<file path="src/rtl/gshare_bht_if.sv">
// Fetch-side lookup and execute-side update/repair signals of the gshare branch history table.
// The predictor is the slave; the core pipeline (or a bench) is the master.
interface gshare_bht_if #(
  parameter int INDEX_WIDTH = 6,
  parameter int GHR_WIDTH   = 4
);
  logic                   i_pred_valid;
  logic [INDEX_WIDTH-1:0] i_set_index;
  logic                   o_pred_taken;
  logic [GHR_WIDTH-1:0]   o_pred_ghr;
  logic                   o_ready;
  logic                   i_bht_update;
  logic                   i_branch_taken;
  logic [INDEX_WIDTH-1:0] i_set_index_exec;
  logic [GHR_WIDTH-1:0]   i_ghr_exec;
  logic                   i_mispredict;

  modport master (
    output i_pred_valid, i_set_index,
    output i_bht_update, i_branch_taken, i_set_index_exec, i_ghr_exec, i_mispredict,
    input  o_pred_taken, o_pred_ghr, o_ready
  );

  modport slave (
    input  i_pred_valid, i_set_index,
    input  i_bht_update, i_branch_taken, i_set_index_exec, i_ghr_exec, i_mispredict,
    output o_pred_taken, o_pred_ghr, o_ready
  );
endinterface

</file>
<file path="src/rtl/gshare_bht.sv">
// Gshare/bimodal predictor: N-bit saturating counters plus speculative GHR with execute-side repair.
// Prediction is combinational (0 cycles); updates land next cycle; no backpressure, o_ready gates use after the init sweep.
module gshare_bht #(
  parameter int SET_COUNT     = 64,
  parameter int INDEX_WIDTH   = 6,
  parameter int SATUR_COUNT_W = 2,
  parameter int GHR_WIDTH     = 4,
  parameter bit GSHARE_EN     = 1'b1
) (
  input  logic        i_clk,
  input  logic        i_arst,
  gshare_bht_if.slave bus
);
  localparam int W  = SATUR_COUNT_W;
  localparam int IW = INDEX_WIDTH;
  localparam int GW = GHR_WIDTH;
  localparam logic [W-1:0]  WEAK_TAKEN = W'(1 << (W - 1));
  localparam logic [IW-1:0] LAST_IDX   = IW'(SET_COUNT - 1);

  typedef enum logic {
    ST_INIT,
    ST_READY
  } state_t;

  state_t          state_q;
  logic [IW-1:0]   init_ptr_q;
  logic            ready_q;
  logic [GW-1:0]   ghr_q;
  logic [GW-1:0]   ghr_d;
  logic [W-1:0]    mem_q [SET_COUNT];

  logic [IW-1:0]   ghr_ext;
  logic [IW-1:0]   exec_ghr_ext;
  logic [IW-1:0]   fetch_idx;
  logic [IW-1:0]   upd_idx;
  logic            pred_taken;
  logic [W:0]      cnt_ext;
  logic [W:0]      cnt_nxt;
  logic            cnt_wr;
  logic [GW-1:0]   repair_hist;
  logic [GW-1:0]   spec_hist;

  always_comb begin
    ghr_ext                = '0;
    exec_ghr_ext           = '0;
    ghr_ext[GW-1:0]        = ghr_q;
    exec_ghr_ext[GW-1:0]   = bus.i_ghr_exec;
  end

  if (GSHARE_EN) begin : g_gshare
    assign fetch_idx = bus.i_set_index ^ ghr_ext;
    assign upd_idx   = bus.i_set_index_exec ^ exec_ghr_ext;
  end else begin : g_bimodal
    assign fetch_idx = bus.i_set_index;
    assign upd_idx   = bus.i_set_index_exec;
  end

  // Read is taken from the registered table, so a same-cycle update to this entry is not seen.
  assign pred_taken       = ready_q & mem_q[fetch_idx][W-1];
  assign bus.o_pred_taken = pred_taken;
  assign bus.o_pred_ghr   = ghr_q;
  assign bus.o_ready      = ready_q;

  // One extra bit catches both overflow at max and underflow at zero; either suppresses the write.
  always_comb begin
    cnt_ext = {1'b0, mem_q[upd_idx]};
    cnt_nxt = bus.i_branch_taken ? cnt_ext + (W+1)'(1) : cnt_ext - (W+1)'(1);
    cnt_wr  = ready_q & bus.i_bht_update & ~cnt_nxt[W];
  end

  if (GW == 1) begin : g_hist1
    assign repair_hist = bus.i_branch_taken;
    assign spec_hist   = pred_taken;
  end else begin : g_histn
    assign repair_hist = {bus.i_ghr_exec[GW-2:0], bus.i_branch_taken};
    assign spec_hist   = {ghr_q[GW-2:0], pred_taken};
  end

  always_comb begin
    ghr_d = ghr_q;
    if (ready_q) begin
      if (bus.i_bht_update && bus.i_mispredict) begin
        ghr_d = repair_hist;
      end else if (bus.i_pred_valid) begin
        ghr_d = spec_hist;
      end
    end
  end

  always_ff @(posedge i_clk) begin
    if (i_arst) begin
      ghr_q <= '0;
    end else begin
      ghr_q <= ghr_d;
    end
  end

  always_ff @(posedge i_clk) begin
    if (i_arst) begin
      state_q    <= ST_INIT;
      init_ptr_q <= '0;
      ready_q    <= 1'b0;
    end else if (state_q == ST_INIT) begin
      init_ptr_q <= init_ptr_q + 1'b1;
      if (init_ptr_q == LAST_IDX) begin
        state_q <= ST_READY;
        ready_q <= 1'b1;
      end
    end
  end

  // Table has no reset of its own; the sweep rewrites every entry after each reset.
  always_ff @(posedge i_clk) begin
    if (!i_arst) begin
      if (state_q == ST_INIT) begin
        mem_q[init_ptr_q] <= WEAK_TAKEN;
      end else if (cnt_wr) begin
        mem_q[upd_idx] <= cnt_nxt[W-1:0];
      end
    end
  end
endmodule

</file>
<file path="src/flat_wrapper.sv">
// flat-port wrapper written by rule: the top's interface ports become plain ports
module gshare_bht_flat 
#(
  parameter int SET_COUNT     = 64,
  parameter int INDEX_WIDTH   = 6,
  parameter int SATUR_COUNT_W = 2,
  parameter int GHR_WIDTH     = 4,
  parameter bit GSHARE_EN     = 1'b1
)
  (i_clk, i_arst, bus_i_pred_valid, bus_i_set_index, bus_i_bht_update, bus_i_branch_taken, bus_i_set_index_exec, bus_i_ghr_exec, bus_i_mispredict, bus_o_pred_taken, bus_o_pred_ghr, bus_o_ready);
  gshare_bht_if #(.INDEX_WIDTH(INDEX_WIDTH), .GHR_WIDTH(GHR_WIDTH)) bus_i ();
  input  logic i_clk;
  input  logic i_arst;
  input wire logic [$bits(bus_i.i_pred_valid)-1:0] bus_i_pred_valid;
  input wire logic [$bits(bus_i.i_set_index)-1:0] bus_i_set_index;
  input wire logic [$bits(bus_i.i_bht_update)-1:0] bus_i_bht_update;
  input wire logic [$bits(bus_i.i_branch_taken)-1:0] bus_i_branch_taken;
  input wire logic [$bits(bus_i.i_set_index_exec)-1:0] bus_i_set_index_exec;
  input wire logic [$bits(bus_i.i_ghr_exec)-1:0] bus_i_ghr_exec;
  input wire logic [$bits(bus_i.i_mispredict)-1:0] bus_i_mispredict;
  output wire logic [$bits(bus_i.o_pred_taken)-1:0] bus_o_pred_taken;
  output wire logic [$bits(bus_i.o_pred_ghr)-1:0] bus_o_pred_ghr;
  output wire logic [$bits(bus_i.o_ready)-1:0] bus_o_ready;
  assign bus_i.i_pred_valid = bus_i_pred_valid;
  assign bus_i.i_set_index = bus_i_set_index;
  assign bus_i.i_bht_update = bus_i_bht_update;
  assign bus_i.i_branch_taken = bus_i_branch_taken;
  assign bus_i.i_set_index_exec = bus_i_set_index_exec;
  assign bus_i.i_ghr_exec = bus_i_ghr_exec;
  assign bus_i.i_mispredict = bus_i_mispredict;
  assign bus_o_pred_taken = bus_i.o_pred_taken;
  assign bus_o_pred_ghr = bus_i.o_pred_ghr;
  assign bus_o_ready = bus_i.o_ready;
  gshare_bht #(.SET_COUNT(SET_COUNT), .INDEX_WIDTH(INDEX_WIDTH), .SATUR_COUNT_W(SATUR_COUNT_W), .GHR_WIDTH(GHR_WIDTH), .GSHARE_EN(GSHARE_EN)) u_core (.i_clk(i_clk), .i_arst(i_arst), .bus(bus_i));
endmodule
</file>
<file path="config.mk">
export PLATFORM = sky130hd
export DESIGN_NAME = gshare_bht_flat
export DESIGN_NICKNAME = d
export VERILOG_FILES = /design/src/rtl/gshare_bht_if.sv /design/src/rtl/gshare_bht.sv /design/src/flat_wrapper.sv
export SDC_FILE = /design/constraint.sdc
export NUM_CORES = 1
export LEC_CHECK = 0
export CAP_MARGIN = 20
export CORE_ASPECT_RATIO = 1.4
export CORE_MARGIN = 1
export CORE_UTILIZATION = 45
export CTS_BUF_LIST = sky130_fd_sc_hd__clkbuf_2
export DETAILED_ROUTE_END_ITERATION = 7
export PLACE_DENSITY = 0.65
export SYNTH_ARGS = -nofsm -noshare
export SYNTH_HDL_FRONTEND = slang
export SYNTH_SLANG_ARGS = --single-unit
</file>
<file path="constraint.sdc">
create_clock -name i_clk -period 8.1 [get_ports i_clk]
set_input_delay 2.43 -clock i_clk [delete_from_list [all_inputs] [get_ports i_clk]]
set_output_delay 2.43 -clock i_clk [all_outputs]
set_load 0.02 [all_outputs]
</file>
==> Word-level counts from Yosys, hierarchy flattened <==
Memories as Yosys holds them, arrays and structs flattened.
Cells that the tools add are included.
{ "word_totals": {"regBits": 12, "ram_bits": 128, "in_bits": 22, "out_inout_bits": 6, "elab_cells": 36, "memories": 1} }
{ "classes": {"addsub": 3, "n_eq_ne": 1, "muxes": 15, "bitwise": 7, "reduce_logical": 5} }
{ "memory_table": {"columns": ["memory", "depth", "width", "read_ports", "rd_clocked_by_memory_dff", "write_ports", "line_no", "source"], "rows": [
  ["u_core.mem_q", 64, 2, 2, 0, 1, "gshare_bht.sv:30", "logic [W-1:0] mem_q [SET_COUNT];"]
]} }
{ "op_table": {"columns": ["cell", "count"], "rows": [
  ["$xor A6 B4 Y6", 2],
  ["$mux W1", 10],
  ["$mux W4", 2],
  ["$add A6 B1 Y6 const B", 1],
  ["$eq A6 B6 Y1 const B", 1],
  ["$mux W6", 1],
  ["$reduce_and A2 Y1", 2],
  ["$add A2 B1 Y3 const B", 1],
  ["$and A1 B1 Y1", 3],
  ["$mux W3", 1],
  ["$sub A2 B1 Y3 const B", 1],
  ["$mux W2", 1],
  ["$not A1 Y1", 2],
  ["$reduce_bool A2 Y1", 1],
  ["$reduce_or A2 Y1", 1],
  ["$logic_and A1 B1 Y1", 1]
]} }

==> Logic depth before layout (Yosys ltp) <==
Gate-level depths: netlist of run 1.
An unclocked memory read counts as a cell.
{ "logic_depth": {"word_depth": 12, "mapped_depth": 15, "mapped_depth_nobuf": 13} }

==> Worst setup path after synthesis of run 1 <==
Ideal clock, no wire load.
{ "synth_path": {"kind": "input to register", "startpoint": "input bus_i_set_index_exec[0]", "endpoint": "memory u_core.mem_q[0][1] (netlist name) (data pin)", "arrival_ns": 6.670, "t_required_ns": 7.586, "path_slack_ns": 0.915, "cell_stages": 12, "n_path_buf": 3, "cell_sequence": "xor2_1 -> buf_4 -> mux4_2 -> mux4_2 -> mux4_2 -> inv_1 -> fa_1 -> xor2_1 -> nor2_1 -> buf_1 -> clkbuf_1 -> nand2_1"} }
{ "synth_via": {"elab_chain_cells": 12, "word_cells_on_any_way": 13, "cone_classes": "add/sub: 2; mux: 6; bitwise: 3; reduce/logical: 1; memory: 1"} }
{ "synth_lines": {"columns": ["item", "line_no", "source"], "rows": [
  ["start, declared", "flat_wrapper.sv:18", "input wire logic [$bits(bus_i.i_set_index_exec)-1:0] bus_i_set_index_exec;"],
  ["$xor A6 B4 Y6 (*)", "gshare_bht.sv:52", "assign upd_idx = bus.i_set_index_exec ^ exec_ghr_ext;"],
  ["$mem_v2 Z64 W2 (*)", null, null],
  ["$sub A2 B1 Y3 / $add A2 B1 Y3 (equally long branches)", "gshare_bht.sv:67", "cnt_nxt = bus.i_branch_taken ? cnt_ext + (W+1)'(1) : cnt_ext - (W+1)'(1);"],
  ["$mux W3 (*)", "gshare_bht.sv:67", null],
  ["$not A1 Y1", "gshare_bht.sv:68", "cnt_wr = ready_q & bus.i_bht_update & ~cnt_nxt[W];"],
  ["$and A1 B1 Y1", "gshare_bht.sv:68", null],
  ["$mux W1", "gshare_bht.sv:117", "end else if (cnt_wr) begin"],
  ["$mux W1", "gshare_bht.sv:115", "if (state_q == ST_INIT) begin"],
  ["$mux W1", "gshare_bht.sv:114", "if (!i_arst) begin"],
  ["$mux W1 (not written as such)", "gshare_bht.sv:118", "mem_q[upd_idx] <= cnt_nxt[W-1:0];"],
  ["$reduce_or A2 Y1 (no source line)", null, null],
  ["$mux W2 (no source line) (*)", null, null],
  ["end, declared", "gshare_bht.sv:30", null]
]} }
Mark *: on every way between the ends. The rest lies on a longest branch, timed or not.

==> Worst setup path in the final report of run 1 <==
{ "layout_path": {"startpoint": "input bus_i_set_index[1]", "endpoint": "output bus_o_pred_taken"} }
{ "layout_via": {"elab_chain_cells": 3} }
{ "layout_lines": {"columns": ["item", "line_no", "source"], "rows": [
  ["start, declared", "flat_wrapper.sv:15", "input wire logic [$bits(bus_i.i_set_index)-1:0] bus_i_set_index;"],
  ["$xor A6 B4 Y6", "gshare_bht.sv:51", "assign fetch_idx = bus.i_set_index ^ ghr_ext;"],
  ["$mem_v2 Z64 W2", null, null],
  ["$and A1 B1 Y1", "gshare_bht.sv:59", "assign pred_taken = ready_q & mem_q[fetch_idx][W-1];"],
  ["end, declared", "flat_wrapper.sv:21", "output wire logic [$bits(bus_i.o_pred_taken)-1:0] bus_o_pred_taken;"]
]} }
No other way between the ends.

==> out/metrics.cfg, run 1 <==
[critical_path]
path_max_fanout=7
start_kind=input pin
endpoint=bus_o_pred_taken
timing.critical_path.from=bus_i_set_index[1]
reg2reg_from=u_core.mem_q[20][0]$_DFFE_PP_
r2r_slack_ps=3540
crit_type=in2out
arrival_ps=5270
reg2reg_depth=12
endpoint_kind=primary output
required_ps=5670
worstReg2RegEnd=u_core.mem_q[43][1]$_DFFE_PP_

[floorplanning]
ios=28
row_count=52
die_area_sq_mm=0.0152
initial_core_util_pct=45.9
core_area_sq_mm=0.0144
fp.dieW_um=104
fp.dieH_um=145

[sta]
finalMaxSlewViolations=0
finalHoldViolCount=0
grt_setup_unrepaired=no
period_needed_ps=7700
finalCritPeriodShare_pct=95.0
finalClockSkew_ps=52.7
setup_viol=0
worstMarginPinSlew_ps=770
fmax_mhz=130
finalSetupTns_ps=0
slew_headroom_pct=48.6

[synth]
synth_ff_type=edfxtp_1
syn_avg_cell_area_sq_um=15.8
syn_nets=443
yosys_warnings=0
async_flop_share_pct=0
ys_seq_elements=140
seq_area_frac_synth_pct=61.9
syn_area_sq_mm=0.00660
synth_cell_types=39
synth_cells=419
synth_edf_count=128

[detailed_routing]
drt_iter0_markers=375
drc=0
routed_wl_mm=15.1
drtPass1Iterations=7
vias=3911
wire_per_inst_um=22.7
via_per_inst=5.88
postRouteAntennaNets=0

[cts]
cts_sinks=140
htreeDepth=4
cts_tree=yes
clk_latency_ps=680
cts.clk_slew.worst_paths_ps=170
cts_buffers=17
cts_setup_buffers=0
cts_hold_buf=0
cts.path.max_buffers=2
post_cts_resized=0
root_buffer=clkbuf_2

[global_route]
antenna_found_initial=1
grt_pass1_wl_mm=23.2
track_usage_pct=21.2
grt_max_degree=65
first_global_vias=4129
grt_overflow=0

[pwr]
powerDensity_mw_per_mm2=174
vdd_ir_drop_max_v=0.0000727
leakagePower_uw=0.00249
total_power_uw=1290

[finish]
layout_common_cells=edfxtp_1 (128), nor2_1 (84), mux4_2 (41), clkdlybuf4s50_1 (27), nand2_1 (25)
layout_commonest_cell=edfxtp_1
area_growth_pct=12.4
layout.nets=486
layout-drive-gt1-share_pct=20.4

[outcome]
outcome=finished, final reports clean

[min_path]
min_path_type=reg2reg
whs_path_depth=2

[placement]
place.gp.congestion=0.821
dp_hpwl_mm=10.5
io_buffers=27

[job]
cap_violations=0

critical path: stages:
cell	delay, ps
clkdlybuf4s50_1	500
xor2_2	430
mux4_1	620
mux2_2	280
a31oi_1	160
o211a_1	220
nor3_1	70
clkdlybuf4s50_1	550
final cells by class:
cell class | instances | area (sq um)
repair buffers | 39 | 385
clock inverters | 11 | 120
well taps | 189 | 236
fillers | 1171 | 6960
inverters | 6 | 22.5
flip-flops and latches | 140 | 4080
clock buffers | 21 | 105
multi-input cells | 258 | 2460
diodes | 1 | 2.50
state kept, by name, summed over array words and instances (netlist names):
signal	cells
u_core.state_q	1
u_core.bus.o_pred_ghr	4
u_core.bus.o_ready	1
u_core.init_ptr_q	6
u_core.mem_q	128
worst min-delay path by stage:
| stage | startpoint | end | slack, ps |
|---|---|---|---|
| detailed placement | u_core.init_ptr_q[5]$_SDFFE_PP0N_ | u_core.init_ptr_q[5]$_SDFFE_PP0N_ | 520 |
| CTS | u_core.init_ptr_q[5]$_SDFFE_PP0N_ | u_core.init_ptr_q[5]$_SDFFE_PP0N_ | 550 |
| floorplan | u_core.init_ptr_q[5]$_SDFFE_PP0N_ | u_core.init_ptr_q[5]$_SDFFE_PP0N_ | 460 |
| finish | u_core.init_ptr_q[5]$_SDFFE_PP0N_ | u_core.init_ptr_q[5]$_SDFFE_PP0N_ | 540 |
| global route | u_core.init_ptr_q[5]$_SDFFE_PP0N_ | u_core.init_ptr_q[5]$_SDFFE_PP0N_ | 580 |
| global placement | u_core.init_ptr_q[5]$_SDFFE_PP0N_ | u_core.init_ptr_q[5]$_SDFFE_PP0N_ | 500 |
routing by layer:
layer / GRT usage [%] / share of wire [%] / up-vias
met5: 0 / 0 / -
met1: 23.9 / 36 / 1980
li1: - / - / 1741
met4: 10.9 / 3.7 / 0
met3: 3.50 / 4.8 / 36
met2: 38.1 / 55 / 154
stage by stage:
step                hold slack [ps]  std cells  utilization, %  setup WS (ps)  area (sq um)
global route                    576        665            51.6            223          7420
global placement                501        632            50.0            456          7190
CTS                             549        664            51.6            393          7420
finish                          540        665            51.6            404          7420
floorplan                       465        419               -            915          6600
detailed placement              518        632            50.0            405          7190
logic make-up after synthesis:
group / after synthesis / share of synthesized area, %
xor gates and xnor gates: 16 / 2.24
buffers and inverters: 21 / 1.40
muxes: 69 / 22.1
adders and majority gates: 2 / 0.493
DFF: 140 / 61.9
and+or+nand+nor: 142 / 9.21
AOI/OAI and AO/OA: 29 / 2.71
Yosys cell counts (all sizes together) (2+ instances only):
library cell	instances	area, sq um
o41ai	2	17.5
nor3	4	25.0
o21a	4	30.0
xnor2	5	51.3
nand3	11	55.1
and2	2	12.5
or3	4	25.0
mux2	7	78.8
nand2b	5	31.3
a21oi	10	50.1
a211oi	2	15.0
nand4b	2	17.5
nor2b	2	12.5
mux4	56	1320
nor4	2	12.5
inv	6	22.5
o21ai	7	35.0
dfxtp	12	240
nand2	25	93.8
buf	6	36.3
edfxtp	128	3840
mux2i	6	60.1
xor2	11	96.3
clkbuf	9	33.8
nor2	84	315
power breakdown:
| part | leakage [uW] | internal (uW) | switching, uW | total, uW |
|---|---|---|---|---|
| clock | 0.000150 | 147 | 247 | 394 |
| sequential | 0.00140 | 779 | 2.83 | 782 |
| combinational | 0.000937 | 52.2 | 60.1 | 112 |
| total | 0.00249 | 978 | 310 | 1290 |
Note: power is estimated with default switching activity, not from simulation.
==> run 2: changes to the inputs <==
- clock period: 8.1 -> 8.45 ns (I/O delays scaled with it)
==> out/metrics.cfg, run 2 (synthesis results as in run 1) <==
[cts]
cts_setup_buffers=0  ; unchanged
htreeDepth=4  ; unchanged
clk_latency_ps=720  ; was 680 ps
cts.path.max_buffers=2  ; unchanged
cts_tree=yes  ; unchanged
cts.clk_slew.worst_paths_ps=200  ; was 170 ps
post_cts_resized=0  ; unchanged
root_buffer=clkbuf_2  ; unchanged
cts_hold_buf=0  ; unchanged
cts_sinks=140  ; unchanged
cts_buffers=17  ; unchanged

[detailed_routing]
routed_wl_mm=15.2  ; was 15.1 mm
drt_iter0_markers=343  ; was 375
drc=1  ; was 0
vias=3928  ; was 3,911
via_per_inst=5.92  ; was 5.88
drtPass1Iterations=7  ; unchanged
postRouteAntennaNets=0  ; unchanged
wire_per_inst_um=22.9  ; was 22.7 um

[floorplanning]
fp.dieH_um=145  ; unchanged
die_area_sq_mm=0.0152  ; unchanged
core_area_sq_mm=0.0144  ; unchanged
initial_core_util_pct=45.9  ; unchanged
row_count=52  ; unchanged
fp.dieW_um=104  ; unchanged
ios=28  ; unchanged

[finish]
layout_common_cells=edfxtp_1 (128), nor2_1 (84), mux4_2 (41), clkdlybuf4s50_1 (27), nand2_1 (25)  ; unchanged
fin_util_pct=51.5  ; was 51.6%
largest_register_ffs=128  ; unchanged
layout-drive-gt1-share_pct=19.9  ; was 20.4%
fin_cells=663  ; was 665
stdcell_area_sq_mm=0.00741  ; was 0.00742 sq mm
layout_commonest_cell=edfxtp_1  ; unchanged
fill_cells=1168  ; was 1,171
layout.nets=484  ; was 486
top_register=u_core.mem_q  ; unchanged
area_growth_pct=12.3  ; was 12.4%

[global_route]
grtUsageMet2_pct=37.9  ; was 38.1%
grt_max_degree=65  ; unchanged
use_met3_pct=3.73  ; was 3.50%
grt_overflow=0  ; unchanged
grtUsageMet1_pct=24.4  ; was 23.9%
top_usage_layer=met2  ; unchanged
track_usage_pct=21.2  ; about the same
antenna_found_initial=1  ; unchanged
grt_pass1_wl_mm=23.4  ; was 23.2 mm
first_global_vias=4160  ; was 4,129

[pwr]
leakagePower_uw=0.00248  ; was 0.00249 uW
vdd_ir_drop_max_v=0.0000748  ; was 0.0000727 V
powerDensity_mw_per_mm2=171  ; was 174 mW/mm^2

[placement]
io_buffers=27  ; unchanged
place.gp.congestion=0.895  ; was 0.821
postPlaceCellArea_sq_mm=0.00716  ; was 0.00719 sq mm
place_inst=630  ; was 632
dp_hpwl_mm=10.5  ; about the same

[sta]
fmax_mhz=127
slew_headroom_pct=43.8  ; was 48.6%
finalHoldViolCount=0  ; unchanged
finalClockSkew_ps=37.9  ; was 52.7 ps
finalMaxSlewViolations=0  ; unchanged
period_needed_ps=7890
finalSetupTns_ps=0  ; unchanged
finalCritPeriodShare_pct=93.3
setup_viol=0  ; unchanged
grt_setup_unrepaired=no  ; unchanged
worstMarginPinSlew_ps=838  ; was 770 ps

[critical_path]
arrival_ps=5350  ; was 5270 ps
reg2reg_from=u_core.mem_q[23][0]$_DFFE_PP_  ; was u_core.mem_q[20][0]$_DFFE_PP_
endpoint_kind=primary output  ; unchanged
timing.critical_path.from=bus_i_set_index[1]  ; unchanged
start_kind=input pin  ; unchanged
path_max_fanout=7  ; unchanged
crit_type=in2out  ; unchanged
required_ps=5920  ; was 5670 ps

[min_path]
min_path_type=reg2reg  ; unchanged
min_from=u_core.init_ptr_q[5]$_SDFFE_PP0N_  ; unchanged

[job]
cap_violations=0  ; unchanged

[outcome]
outcome=complete, but fails checks  ; was finished, final reports clean
violations=design-rule violations

-- run 2: cell types whose count changed in the layout (fill, tap and decap cells not counted), sizes merged --
cell    before  now
inv         10    6
clkinv       4    7
buf         12   10
bufinv       2    3
-- run 2: cell type report --
| type | count | area (sq um) | share of cell area [%] |
|---|---|---|---|
| sequential | 140 | 4080 | 55.1 |
| multi-input combinational | 258 | 2470 | 33.3 |
| timing repair buffer | 37 | 345 | 4.66 |
| tap | 189 | 236 | 3.19 |
| clock inverter | 11 | 145 | 1.96 |
| clock buffer | 21 | 105 | 1.42 |
| inverter | 6 | 22.5 | 0.304 |
| antenna | 1 | 2.50 | 0.0338 |
-- run 2: stage by stage --
| stage | worst slack, ps | total power (uW) | hold WS [ps] |
|---|---|---|---|
| floorplan | 1160 | 831 | 465 |
| global placement | 582 | 869 | 501 |
| detailed placement | 525 | 870 | 510 |
| CTS | 561 | 1270 | 539 |
| global route | 411 | 1310 | 576 |
| finish | 562 | 1260 | 546 |
-- run 2: per-layer routing --
metal	vias to the layer above	wire length (um)
li1	1737	-
met3	34	743
met5	-	0
met1	2018	5650
met2	139	8350
met4	0	468
-- run 2: critical path: stages --
cell	delay (ps)
clkdlybuf4s50_1	500
xor2_2	440
mux4_1	620
mux2_2	270
a31oi_1	160
o211a_1	220
nor3_1	60
clkdlybuf4s50_1	540
-- run 2: power breakdown --
| group | total [uW] | switching [uW] | internal (uW) |
|---|---|---|---|
| Combinational | 105 | 57.3 | 47.5 |
| Clock | 410 | 241 | 169 |
| Sequential | 749 | 2.71 | 747 |
-- run 2: path summary, 6_finish.rpt --
check                                                          to  slack [ps]  depth (start not counted)
worst min register to register  u_core.init_ptr_q[5]$_SDFFE_PP0N_         550                          2
worst max-delay path                             bus_o_pred_taken         560                          8
worst min-delay path            u_core.init_ptr_q[5]$_SDFFE_PP0N_         550                          2
worst max register to register      u_core.mem_q[58][1]$_DFFE_PP_        3940                         12
